===== src/rtl/audio_sample_scheduler.sv =====
// Per-sample-period arbiter for the shared song ROM: picks crash > jump > song,
// fetches one word and pushes it left-justified into the audio output FIFO.
module audio_sample_scheduler #(
    parameter int SAMPLE_DIV = 12500,
    parameter int ADDR_W     = 16,
    parameter int DATA_W     = 14,
    parameter int SONG_BASE  = 0,
    parameter int SONG_LEN   = 40000,
    parameter int JUMP_BASE  = 40000,
    parameter int JUMP_LEN   = 2000,
    parameter int CRASH_BASE = 42000,
    parameter int CRASH_LEN  = 4000
) (
    input  logic              CLOCK_50,
    input  logic              resetn,
    input  logic              song_en,
    input  logic              song_restart,
    input  logic              trig_jump,
    input  logic              trig_crash,
    output logic [ADDR_W-1:0] rom_addr,
    output logic              rom_rden,
    input  logic [DATA_W-1:0] rom_q,
    input  logic              audio_out_allowed,
    output logic              write_audio_out,
    output logic [31:0]       sample_out,
    output logic [1:0]        active_src,
    output logic              overrun
);

    localparam int CNT_W = (SAMPLE_DIV > 1) ? $clog2(SAMPLE_DIV) : 1;
    localparam logic [CNT_W-1:0]  CNT_LOAD    = CNT_W'(SAMPLE_DIV - 1);
    localparam logic [ADDR_W-1:0] SONG_START  = ADDR_W'(SONG_BASE);
    localparam logic [ADDR_W-1:0] SONG_END    = ADDR_W'(SONG_BASE + SONG_LEN - 1);
    localparam logic [ADDR_W-1:0] JUMP_START  = ADDR_W'(JUMP_BASE);
    localparam logic [ADDR_W-1:0] JUMP_END    = ADDR_W'(JUMP_BASE + JUMP_LEN - 1);
    localparam logic [ADDR_W-1:0] CRASH_START = ADDR_W'(CRASH_BASE);
    localparam logic [ADDR_W-1:0] CRASH_END   = ADDR_W'(CRASH_BASE + CRASH_LEN - 1);

    localparam logic [1:0] SRC_NONE  = 2'd0;
    localparam logic [1:0] SRC_SONG  = 2'd1;
    localparam logic [1:0] SRC_JUMP  = 2'd2;
    localparam logic [1:0] SRC_CRASH = 2'd3;

    typedef enum logic [1:0] {IDLE, FETCH, CAPTURE, PUSH} state_t;

    state_t            state_reg, state_next;
    logic [CNT_W-1:0]  cnt_reg;
    logic              tick;
    logic [ADDR_W-1:0] song_ptr_reg, song_ptr_next;
    logic [ADDR_W-1:0] jump_ptr_reg, jump_ptr_next;
    logic [ADDR_W-1:0] crash_ptr_reg, crash_ptr_next;
    logic              jump_act_reg, jump_act_next;
    logic              crash_act_reg, crash_act_next;
    logic [2:0]        req_pend_reg, req_pend_next;
    logic [2:0]        req_now;
    logic [ADDR_W-1:0] rom_addr_reg, rom_addr_next;
    logic              rom_rden_reg, rom_rden_next;
    logic [31:0]       sample_reg, sample_next;
    logic [1:0]        src_reg, src_next;
    logic [1:0]        sel;
    logic              overrun_reg, overrun_next;

    assign tick = (cnt_reg == '0);

    always_ff @(posedge CLOCK_50 or negedge resetn) begin
        if (!resetn)
            cnt_reg <= CNT_LOAD;
        else if (tick)
            cnt_reg <= CNT_LOAD;
        else
            cnt_reg <= cnt_reg - CNT_W'(1);
    end

    always_ff @(posedge CLOCK_50 or negedge resetn) begin
        if (!resetn) begin
            state_reg     <= IDLE;
            song_ptr_reg  <= SONG_START;
            jump_ptr_reg  <= JUMP_START;
            crash_ptr_reg <= CRASH_START;
            jump_act_reg  <= 1'b0;
            crash_act_reg <= 1'b0;
            req_pend_reg  <= '0;
            rom_addr_reg  <= '0;
            rom_rden_reg  <= 1'b0;
            sample_reg    <= '0;
            src_reg       <= SRC_NONE;
            overrun_reg   <= 1'b0;
        end else begin
            state_reg     <= state_next;
            song_ptr_reg  <= song_ptr_next;
            jump_ptr_reg  <= jump_ptr_next;
            crash_ptr_reg <= crash_ptr_next;
            jump_act_reg  <= jump_act_next;
            crash_act_reg <= crash_act_next;
            req_pend_reg  <= req_pend_next;
            rom_addr_reg  <= rom_addr_next;
            rom_rden_reg  <= rom_rden_next;
            sample_reg    <= sample_next;
            src_reg       <= src_next;
            overrun_reg   <= overrun_next;
        end
    end

    // Requests are {crash, jump, restart}; they are held until the FSM is back in
    // IDLE so a trigger landing on CAPTURE of the same source still restarts it.
    assign req_now = req_pend_reg | {trig_crash, trig_jump, song_restart};

    always_comb begin
        state_next     = state_reg;
        song_ptr_next  = song_ptr_reg;
        jump_ptr_next  = jump_ptr_reg;
        crash_ptr_next = crash_ptr_reg;
        jump_act_next  = jump_act_reg;
        crash_act_next = crash_act_reg;
        req_pend_next  = req_now;
        rom_addr_next  = rom_addr_reg;
        rom_rden_next  = 1'b0;
        sample_next    = sample_reg;
        src_next       = src_reg;
        sel            = SRC_NONE;
        overrun_next   = overrun_reg | (tick && (state_reg != IDLE));

        case (state_reg)
            IDLE: begin
                req_pend_next = '0;
                if (req_now[0])
                    song_ptr_next = SONG_START;
                if (req_now[1]) begin
                    jump_ptr_next = JUMP_START;
                    jump_act_next = 1'b1;
                end
                if (req_now[2]) begin
                    crash_ptr_next = CRASH_START;
                    crash_act_next = 1'b1;
                end
                if (tick) begin
                    if (crash_act_next)
                        sel = SRC_CRASH;
                    else if (jump_act_next)
                        sel = SRC_JUMP;
                    else if (song_en)
                        sel = SRC_SONG;
                    src_next = sel;
                    case (sel)
                        SRC_CRASH: rom_addr_next = crash_ptr_next;
                        SRC_JUMP:  rom_addr_next = jump_ptr_next;
                        SRC_SONG:  rom_addr_next = song_ptr_next;
                        default:   rom_addr_next = rom_addr_reg;
                    endcase
                    if (sel == SRC_NONE) begin
                        sample_next = '0;
                        state_next  = PUSH;
                    end else begin
                        rom_rden_next = 1'b1;
                        state_next    = FETCH;
                    end
                end
            end
            FETCH: state_next = CAPTURE;
            CAPTURE: begin
                sample_next = {rom_q, {(32-DATA_W){1'b0}}};
                case (src_reg)
                    SRC_SONG:
                        song_ptr_next = (song_ptr_reg == SONG_END) ? SONG_START
                                                                   : song_ptr_reg + ADDR_W'(1);
                    SRC_JUMP:
                        if (jump_ptr_reg == JUMP_END) begin
                            jump_act_next = 1'b0;
                            jump_ptr_next = JUMP_START;
                        end else begin
                            jump_ptr_next = jump_ptr_reg + ADDR_W'(1);
                        end
                    SRC_CRASH:
                        if (crash_ptr_reg == CRASH_END) begin
                            crash_act_next = 1'b0;
                            crash_ptr_next = CRASH_START;
                        end else begin
                            crash_ptr_next = crash_ptr_reg + ADDR_W'(1);
                        end
                    default: ;
                endcase
                state_next = PUSH;
            end
            PUSH: begin
                if (audio_out_allowed)
                    state_next = IDLE;
            end
            default: state_next = IDLE;
        endcase
    end

    assign rom_addr        = rom_addr_reg;
    assign rom_rden        = rom_rden_reg;
    assign write_audio_out = (state_reg == PUSH);
    assign sample_out      = sample_reg;
    assign active_src      = src_reg;
    assign overrun         = overrun_reg;

endmodule

===== config.mk =====
export PLATFORM = sky130hd
export DESIGN_NAME = audio_sample_scheduler
export DESIGN_NICKNAME = d
export VERILOG_FILES = /design/src/rtl/audio_sample_scheduler.sv
export SDC_FILE = /design/constraint.sdc
export NUM_CORES = 1
export LEC_CHECK = 0
export ABC_AREA = 1
export ABC_CLOCK_PERIOD_IN_PS = 2000
export CAP_MARGIN = 20
export CORE_MARGIN = 1
export CORE_UTILIZATION = 52
export DETAILED_ROUTE_END_ITERATION = 6
export GPL_ROUTABILITY_DRIVEN = 1
export GPL_TIMING_DRIVEN = 0
export PLACE_DENSITY_LB_ADDON = 0.08
export RECOVER_POWER = 25
export SYNTH_ARGS = -nofsm -noshare
export SYNTH_HDL_FRONTEND = slang
export SYNTH_SLANG_ARGS = --single-unit
export TNS_END_PERCENT = 5

===== constraint.sdc =====
create_clock -name CLOCK_50 -period 2 [get_ports CLOCK_50]
set_input_delay 0.4 -clock CLOCK_50 [delete_from_list [all_inputs] [get_ports CLOCK_50]]
set_output_delay 0.4 -clock CLOCK_50 [all_outputs]
set_load 0.05 [all_outputs]

# Yosys cells after proc, flatten, opt, wreduce, memory -nomap -nowiden
# Index checks and enable logic that the tools add are counted.
word_totals:
  reg_bits: 121
  latch_bits: 0
  ram_bits: 0
  rom_bits: 0
  in_bits: 21
  output_inout_bits: 53
  elab_cells: 95
  n_memories: 0
op_classes:
  n_addsub: 4
  mul: 0
  div: 0
  n_lt_le_gt_ge: 0
  eq_ne: 20
  shifts: 0
  n_mux: 40
  bitwise_logic: 2
  n_reduce_logical: 16
ops:
  columns: ["cell", "count"]
  rows:
  - ["$mux 16", 9]
  - ["$pmux 16 s2", 3]
  - ["$mux 32", 2]
  - ["$pmux 32 s2", 1]
  - ["$add 16x1->16 const B", 3]
  - ["$eq 16x16->1 const B", 3]
  - ["$pmux 16 s3", 1]
  - ["$logic_not 14->1", 1]
  - ["$mux 14", 1]
  - ["$mux 2", 7]
  - ["$sub 14x1->14 const B", 1]
  - ["$eq 2x2->1 const B", 6]
  - ["$mux 1", 12]
  - ["$ne 2x2->1 const B", 6]
  - ["$reduce_and 3->1", 4]
  - ["$reduce_and 2->1", 5]
  - ["$pmux 2 s4", 1]
  - ["$eq 2x1->1 const B", 3]
  - ["$logic_not 2->1", 2]
  - ["$ne 2x1->1 const B", 2]
  - ["$pmux 1 s2", 2]
  - ["$reduce_bool 2->1", 2]
  - ["$mux 3", 1]
  - ["$or 3x3->3", 1]
  - ["other kinds (3)", 3]

# Longest topological paths before layout
# Gate-level depths: netlist of run 1.
logic_depth:
  depth_word: 11
  mapped_depth: 13
  mapped_depth_nobuf: 11

# Worst setup path after synthesis of run 1
# No wires, ideal clock.
synth_timing:
  kind: "input-to-reg"
  from: "input trig_jump"
  to: "register rom_addr_reg[3], in the netlist rom_addr[3]"
  setup_time_ns: 0.121
  arrival_ns: 2.141
  required_ns: 1.879
  path_slack_ns: -0.261
  cell_stages: 12
  n_path_buf: 2
  cell_sequence: "nor2_2 inv_2 or2_1 o21ai_1 inv_1 ha_1 buf_2 inv_1 clkbuf_1 nand2_1 nand2_1 o21ai_2"
synth_via:
  elab_chain_cells: 10
  word_cells_on_any_way: 14
  cone_classes: "eq/ne (3); mux (8); bitwise (1); reduce/logical (2)"
synth_lines:
  columns: ["element", "line", "rtl"]
  rows:
  - ["start, declared", "18", "input logic trig_jump,"]
  - ["$or 3x3->3 *", "106", "assign req_now = req_pend_reg | {trig_crash, trig_jump, song_restart};"]
  - ["$mux 1", "128", "if (req_now[1]) begin"]
  - ["$mux 1", "123", "case (state_reg)"]
  - ["$mux 2", "139", "else if (jump_act_next)"]
  - ["$mux 2", "137", "if (crash_act_next)"]
  - ["$mux 2", "136", "if (tick) begin"]
  - ["$mux 2", "123", null]
  - ["$eq 2x1->1 / $eq 2x2->1 (equally long branches)", "144", "case (sel)"]
  - ["$reduce_bool 3->1 (no source line)", null, null]
  - ["$reduce_and 3->1 (no source line)", null, null]
  - ["end signal, assigned", "96", "rom_addr_reg <= rom_addr_next;"]
  - ["end, declared", "56", "logic [ADDR_W-1:0] rom_addr_reg, rom_addr_next;"]
# Mark *: on every way between the ends. The rest lies on a longest branch, timed or not. The select of a mux whose other input is x is not followed.
# A chain may end at the register's enable or synchronous reset.

# Worst setup path after layout of run 1
layout_timing:
  from: "register rom_addr_reg[0], in the netlist rom_addr[0]"
  to: "output rom_addr[0]"
layout_rtl:
  columns: ["element", "line", "rtl"]
  rows:
  - ["end, declared", "20", "output logic [ADDR_W-1:0] rom_addr,"]
# No word-level cell between the ends.

==> results of run 1 <==
-- power groups by stage --
| stage | combinational (mW) | sequential (mW) | clock (mW) |
|---|---|---|---|
| after global routing | 6.57 | 3.65 | 2.16 |
| after CTS | 5.77 | 3.54 | 2.09 |
| final | 5.97 | 3.57 | 2.05 |
| after detailed placement | 5.61 | 3.55 | 0 |
| after floorplan | 3.59 | 3.88 | 0 |
| after global placement | 5.52 | 3.55 | 0 |
-- worst max path at each step --
| stage | startpoint | end | slack, ns | depth (start not counted) |
|---|---|---|---|---|
| after floorplan | trig_jump | rom_addr[15] | -0.02 | 10 |
| after global placement | resetn | crash_ptr_reg[12] | -3.52 | 1 |
| after detailed placement | trig_jump | rom_addr[13] | -0.91 | 12 |
| after CTS | trig_crash | rom_addr[11] | -0.12 | 13 |
| after global routing | state_reg[0] | song_ptr_reg[1] | -0.05 | 8 |
| final | rom_addr[0] | rom_addr[0] | 0.03 | 1 |
-- per-layer routing --
metal  global-route usage  share of wire
met5                    0              0
met2                0.464           0.47
met4               0.0932          0.018
met3               0.0529          0.064
met1                0.404           0.45
-- cell type report --
class | count | area, µm²
well taps | 172 | 215
clock inverters | 5 | 106
plain buffers | 62 | 419
inverters | 95 | 367
repair buffers | 72 | 703
fillers | 1141 | 4370
flip-flops and latches | 103 | 2600
clock buffers | 11 | 233
multi-input cells | 729 | 3660
-- kinds of logic after synthesis --
group           after synthesis
simple gates                574
buf+inv                     160
compound gates              107
flops                       103
xor+xnor                     20
fa+ha+maj                    10
other cells                   1
-- cells in the mapped netlist --
cell	count
a21oi_1	23
dfstp_2	16
nand3_1	110
clkbuf_1	10
or2_2	4
o21bai_1	3
nand2_2	3
conb_1	1
clkbuf_2	1
ha_1	10
a22oi_1	2
o21ai_1	14
buf_2	26
nor3_4	1
buf_1	5
o21ai_0	37
o22a_1	1
o22ai_1	1
a21oi_4	1
nand3_2	2
or2_1	1
nand2_1	279
nor3b_1	1
o31ai_1	11
nand4_2	1
dfrtp_1	87
buf_6	1
nor2_4	3
nand4_1	31
o21ai_2	7
a31oi_1	7
xor2_1	17
nand3b_1	4
inv_1	93
nor2_2	7
nand2_4	4
inv_2	2
xnor2_1	3
nor2_1	116
buf_4	22
nor3_1	7
-- metrics by stage --
stage	instance area, µm²	cells	TNS, ns	total power [mW]
2_1_floorplan	6860	992	-0.160	7.47
3_3_place_gp	7620	1219	-363.44	9.07
3_5_place_dp	7650	1220	-23.37	9.16
4_1_cts	8120	1238	-1.04	11.4
5_1_grt	8300	1249	-0.769	12.4
6_report	8300	1249	0	11.6
-- layout by cell type, fill, tap and decap left out, drive strengths merged --
| cell type | n |
|---|---|
| a22oi | 2 |
| nand3 | 112 |
| o31ai | 11 |
| o21ai | 58 |
| o21bai | 3 |
| dlygate4sd2 | 4 |
| ha | 10 |
| nor3 | 8 |
| or2 | 5 |
| bufinv | 3 |
| conb | 18 |
| o22ai | 1 |
| a21oi | 24 |
| a31oi | 7 |
| dlymetal6s2s | 4 |
| nor3b | 1 |
| o22a | 1 |
| clkinvlp | 1 |
| nand4 | 32 |
| dfstp | 16 |
| clkdlybuf4s50 | 46 |
| nand3b | 4 |
| xor2 | 17 |
| dfrtp | 87 |
| nand2 | 286 |
| xnor2 | 3 |
| nor2 | 126 |
| clkbuf | 23 |
| buf | 68 |
| inv | 96 |
-- what timing repair did --
action                                  in CTS  in global routing
resized for setup                           35                 34
setup buffers                                4                 10
pin swaps                                    6                 12
endpoints found under the setup margin      38                 60
cloned                                       0                  2
==> qor.log, run 1 <==
qor: run_status.status finished clean
qor: timing.final-max-slew-violation-count 0
qor: logic_synthesis.ys_warn_count 0
qor: global_routing.grt_max_degree 66
qor: placed_design.port-buffer-count 55
qor: power.power.density 1400 nW/µm²
qor: setup_path.critical_path_class reg2out
qor: global_routing.global_route_wire_length_before_repair 29800 µm
qor: clock_network.cts_bufs_inserted 9
qor: setup_path.launch_instance_of_the_worst_register_to_register_path req_pend_reg[1]
qor: timing.fin_worst_skew 0.00779 ns
qor: power.clockPowerShare 0.177
qor: setup_path.path_cells clkdlybuf4s50_1
qor: logic_synthesis.synth-seq-area-share 0.383
qor: layout.utilization 0.655
qor: drt.routed_via_density 5.31
qor: logic_synthesis.synth_area_leader_cell dfrtp_1
qor: global_routing.gr-usage-all-layers 0.291
qor: drt.dr.pass1.iters 5
qor: drt.drt-wirelength-per-cell 15.4 µm
qor: setup_path.rr_endpoint rom_addr[11]
qor: setup_path.worst-r2r-setup-slack 0.04 ns
qor: layout.fraction_of_layout_cells_with_a_size_suffix_above_1 0.146
qor: global_routing.grt_antenna_before_repair 0
qor: setup_path.critPathMaxFanout 2
qor: setup_path.worst_ep_required_time 1.60 ns
qor: layout.nets 1103
qor: timing.fin_crit_sh 0.985
qor: power.sequentialPowerShare 0.308
qor: setup_path.worst_r2r_path_depth 11
qor: die.floorplan.die.height 116 µm
qor: setup_path.critPathCaptureType output port
qor: timing.finalSetupViolCount 0
qor: timing.post-route-min-period 1.97 ns
qor: drt.drt_wl_total 19200 µm
qor: placed_design.dp_slack -0.910 ns
qor: setup_path.critical_path.max_stage_delay 0.82 ns
qor: die.initial_utilization 0.535
qor: layout.num_antenna_cells 0
qor: logic_synthesis.synth_simple_gate_area_frac 0.372
qor: timing.max_slew_margin 0.296
qor: timing.grt_setup_unrepaired true
qor: logic_synthesis.synth_cells 975
qor: logic_synthesis.top_post_synthesis_cells_by_area dfrtp_1, nand2_1, nand3_1
qor: clock_network.clkSlewWorstSetupHoldPaths 0.07 ns
qor: logic_synthesis.synth_top_family_by_area simple AND/OR/NAND/NOR gates
qor: die.die_width 116 µm
qor: setup_path.cp_top_family buffers and inverters
qor: clock_network.tritoncts done
qor: power.switching_power_of_the_nets 5.53 mW
qor: die.core 12700 µm²
qor: logic_synthesis.synth_top_area_frac 0.321
qor: timing.layout_setup_ws 0.0303 ns
qor: drt.initialDrtViolationCount 555
qor: placed_design.routabilityCongestion 0.929
qor: clock_network.cts.path.max_buffers 2
qor: drt.drc 0
qor: layout.area_delta_synth_final 22.5%
qor: setup_path.worst-endpoint-arrival 1.57 ns
qor: clock_network.cts_max_level 3
qor: logic_synthesis.mux_cell_area_share_after_synthesis 0
qor: logic_synthesis.synth.avg_cell_area 6.95 µm²
qor: timing.finalHoldViolations 0
qor: job.count_of_maximum_capacitance_violations 0
qor: clock_network.cts-root-buf clkbuf_16
qor: logic_synthesis.synth-xor-area-share 0.0259
qor: logic_synthesis.synth_compound_gate_area_share 0.0925
qor: logic_synthesis.synth_seq_cells 103
qor: setup_path.cpMaxStageDelayCell clkdlybuf4s50_1
qor: drt.detailroute.via_count 6629
qor: clock_network.ctsHoldBuffers 0
qor: timing.worst_slew_pin_slew 1.06 ns
qor: power.peakVddDrop 0.985 mV
qor: logic_synthesis.synthesis.area 6770 µm²
qor: clock_network.worstSkewPairLatency 0.36 ns
qor: setup_path.timing.critical_path.buf_inv 1
qor: global_routing.grt_pass1_vias 5823
qor: global_routing.grt_remaining_overflow 0
qor: logic_synthesis.synth_fa_ha_area_frac 0.0185
qor: timing.holdWs 0.219 ns
qor: power.power.share.switching 0.477
qor: die.dieArea 13500 µm²
qor: timing.max_clock_freq 0.508 GHz
qor: die.ios 74
qor: worst_hold_path.holdCritPathClass in2async
qor: die.std_cell_rows 41
qor: power.cellLeakagePower 4.04 nW
qor: clock_network.cts_num_sinks 103
qor: placed_design.dp_hpwl 13600 µm
qor: setup_path.critical_path.startpoint_type register
qor: logic_synthesis.yosysUniqueCellTypes 41
qor: power.comb_power_share 0.515
qor: drt.ant_nets 0
qor: power.power.internal 6.06 mW
Note: power is estimated with default switching activity, not from simulation.
==> run 2, diff against run 1 <==
- CTS_CLUSTER_DIAMETER: unset -> 200
==> results of run 2 <==
The final DEF is identical to that of run 1; final timing and power are the same.
==> run 3, diff against run 2 <==
- GPL_ROUTABILITY_DRIVEN: 1 -> 0
- TNS_END_PERCENT: 5 -> 20
==> qor.log, run 3 (synthesis gave the netlist of run 1 again) <==
qor: global_routing.grt_pass1_vias 6168 [was 5823]
qor: power.sequentialPowerShare 0.312 [was 0.308]
qor: setup_path.critical_path.startpoint_type register [unchanged]
qor: drt.drt_wl_total 19500 µm [was 19200 µm]
qor: drt.routed_via_density 5.34 [was 5.31]
qor: power.comb_power_share 0.521 [was 0.515]
qor: die.ios 74 [unchanged]
qor: power.clockPowerShare 0.167 [was 0.177]
qor: placed_design.port-buffer-count 55 [unchanged]
qor: power.power.share.switching 0.485 [was 0.477]
qor: power.cellLeakagePower 4.11 nW [was 4.04 nW]
qor: power.switching_power_of_the_nets 5.55 mW [was 5.53 mW]
qor: timing.max_slew_margin 0.353 [was 0.296]
qor: setup_path.critPathCaptureType register [was output port]
qor: job.count_of_maximum_capacitance_violations 0 [unchanged]
qor: drt.ant_nets 0 [unchanged]
qor: drt.drt-wirelength-per-cell 15.5 µm [was 15.4 µm]
qor: run_status.status finished with violations [was finished clean]
qor: power.power.density 1370 nW/µm² [was 1400 nW/µm²]
qor: global_routing.global_route_wire_length_before_repair 30800 µm [was 29800 µm]
qor: drt.dr.pass1.iters 5 [unchanged]
qor: die.core 12700 µm² [unchanged]
qor: die.die_width 116 µm [unchanged]
qor: timing.final-max-slew-violation-count 0 [unchanged]
qor: die.dieArea 13500 µm² [unchanged]
qor: timing.finalHoldViolations 0 [unchanged]
qor: global_routing.grt_antenna_before_repair 0 [unchanged]
qor: power.report.power.total 11.4 mW [was 11.6 mW]
qor: die.initial_utilization 0.535 [unchanged]
qor: drt.initialDrtViolationCount 542 [was 555]
qor: clock_network.cts_max_level 3 [unchanged]
qor: timing.post-route-min-period 2.03 ns [was 1.97 ns]
qor: layout.area_delta_synth_final 23.3% [was 22.5%]
qor: global_routing.grt_max_degree 72 [was 66]
qor: timing.grt_setup_unrepaired true [unchanged]
qor: setup_path.critPathMaxFanout 7 [was 2]
qor: drt.drc 0 [unchanged]
qor: timing.fin_setup_tns -0.0592 ns [was 0 ns]
qor: timing.max_clock_freq 0.494 GHz [was 0.508 GHz]
qor: layout.layout.cells.most_common_list nand2_1, nor2_1, nand3_1, inv_1, dfrtp_1 [unchanged]
qor: global_routing.gr-usage-all-layers 0.300 [was 0.291]
qor: placed_design.dp.cells 1220 [unchanged]
qor: clock_network.worstSkewPairLatency 0.36 ns [about the same]
qor: clock_network.cts_num_sinks 103 [unchanged]
qor: setup_path.critical_path_class reg2reg [was reg2out]
qor: timing.layout_setup_ws -0.0261 ns [was 0.0303 ns]
qor: die.std_cell_rows 41 [unchanged]
qor: clock_network.cts-root-buf clkbuf_16 [unchanged]
qor: clock_network.clkSlewWorstSetupHoldPaths 0.08 ns [was 0.07 ns]
qor: run_status.failed_checks setup timing
qor: power.peakVddDrop 0.939 mV [was 0.985 mV]
qor: clock_network.cts.path.max_buffers 2 [unchanged]
qor: global_routing.grt_remaining_overflow 0 [unchanged]
qor: worst_hold_path.holdCritPathClass in2async [unchanged]
qor: placed_design.dp_hpwl 13600 µm [about the same]
qor: power.power.internal 5.90 mW [was 6.06 mW]
qor: layout.layout_commonest_cell nand2_1 [unchanged]
qor: clock_network.ctsHoldBuffers 0 [unchanged]
qor: drt.detailroute.via_count 6680 [was 6629]
qor: clock_network.tritoncts done [unchanged]
qor: clock_network.cts_bufs_inserted 9 [unchanged]
qor: timing.fin_worst_skew 0.0109 ns [was 0.00779 ns]
qor: timing.holdWs 0.116 ns [was 0.219 ns]
qor: timing.fin_crit_sh 1.01 [was 0.985]
qor: layout.nets 1105 [was 1103]
qor: setup_path.worst_ep_required_time 2.24 ns [was 1.60 ns]
qor: timing.finalSetupViolCount 6 [was 0]
qor: layout.final_cells 1251 [was 1249]
qor: die.floorplan.die.height 116 µm [unchanged]
qor: timing.worst_slew_pin_slew 0.970 ns [was 1.06 ns]
qor: layout.num_antenna_cells 0 [unchanged]
qor: layout.fraction_of_layout_cells_with_a_size_suffix_above_1 0.162 [was 0.146]
qor: setup_path.worst-endpoint-arrival 2.27 ns [was 1.57 ns]
## run 3: worst paths after layout
check	startpoint	to	slack [ns]	cells after the start
max	req_pend_reg[1]	rom_addr[9]	-0.03	11
min	resetn	jump_ptr_reg[7]	0.12	1
max reg2reg	req_pend_reg[1]	rom_addr[9]	-0.03	11
min reg2reg	cnt_reg[0]	cnt_reg[0]	0.46	1
max in group asynchronous	resetn	crash_ptr_reg[12]	0.35	2
min in group CLOCK_50	cnt_reg[0]	cnt_reg[0]	0.46	1
## run 3: area by class of cell
| type | count | area (µm²) |
|---|---|---|
| Clock inverter | 6 | 86.3 |
| Buffer | 62 | 419 |
| Sequential cell | 103 | 2600 |
| Inverter | 95 | 364 |
| Timing Repair Buffer | 74 | 732 |
| Fill cell | 1099 | 4320 |
| Tap cell | 172 | 215 |
| Multi-Input combinational cell | 729 | 3710 |
| Clock buffer | 10 | 229 |
## run 3: power by group through the flow
stage               clock network (mW)  logic [mW]  registers (mW)
detailed placement                   0        5.60            3.55
CTS                               1.94        5.78            3.53
global placement                     0        5.51            3.55
floorplan                            0        3.60            3.88
global route                      2.02        6.56            3.66
finish                            1.91        5.97            3.57
## run 3: repair_timing
action                     4_1_cts  5_1_grt
cloned                           2        0
resized for setup               51       34
pin swaps                        7       10
setup buffers                    7        9
setup endpoints to repair       40       60
## run 3: worst max-delay path, cell delays in order, from the launching register on
cell and delay, ns:
dfrtp_1 0.39, nor2_4 0.12, inv_4 0.04, or2_4 0.26
o21ai_4 0.18, inv_2 0.09, ha_4 0.18, inv_2 0.06
nand4_4 0.23, buf_6 0.24, nand2_1 0.05, o21ai_1 0.07
## run 3: per-layer routing
metal	up-vias	wire length (µm)	GRT usage
met1	3105	8500	0.401
li1	3301	-	-
met2	237	9050	0.471
met3	37	1270	0.0685
met4	0	629	0.126
met5	-	0	0
## run 3: metrics by stage
step / utilization / setup slack (ns) / cell area [µm²]
after floorplan: - / -0.0208 / 6870
after global placement: 0.602 / -3.48 / 7630
after detailed placement: 0.604 / -0.940 / 7660
after CTS: 0.648 / -0.0336 / 8210
after global routing: 0.659 / -0.106 / 8350
final: 0.659 / -0.0261 / 8350
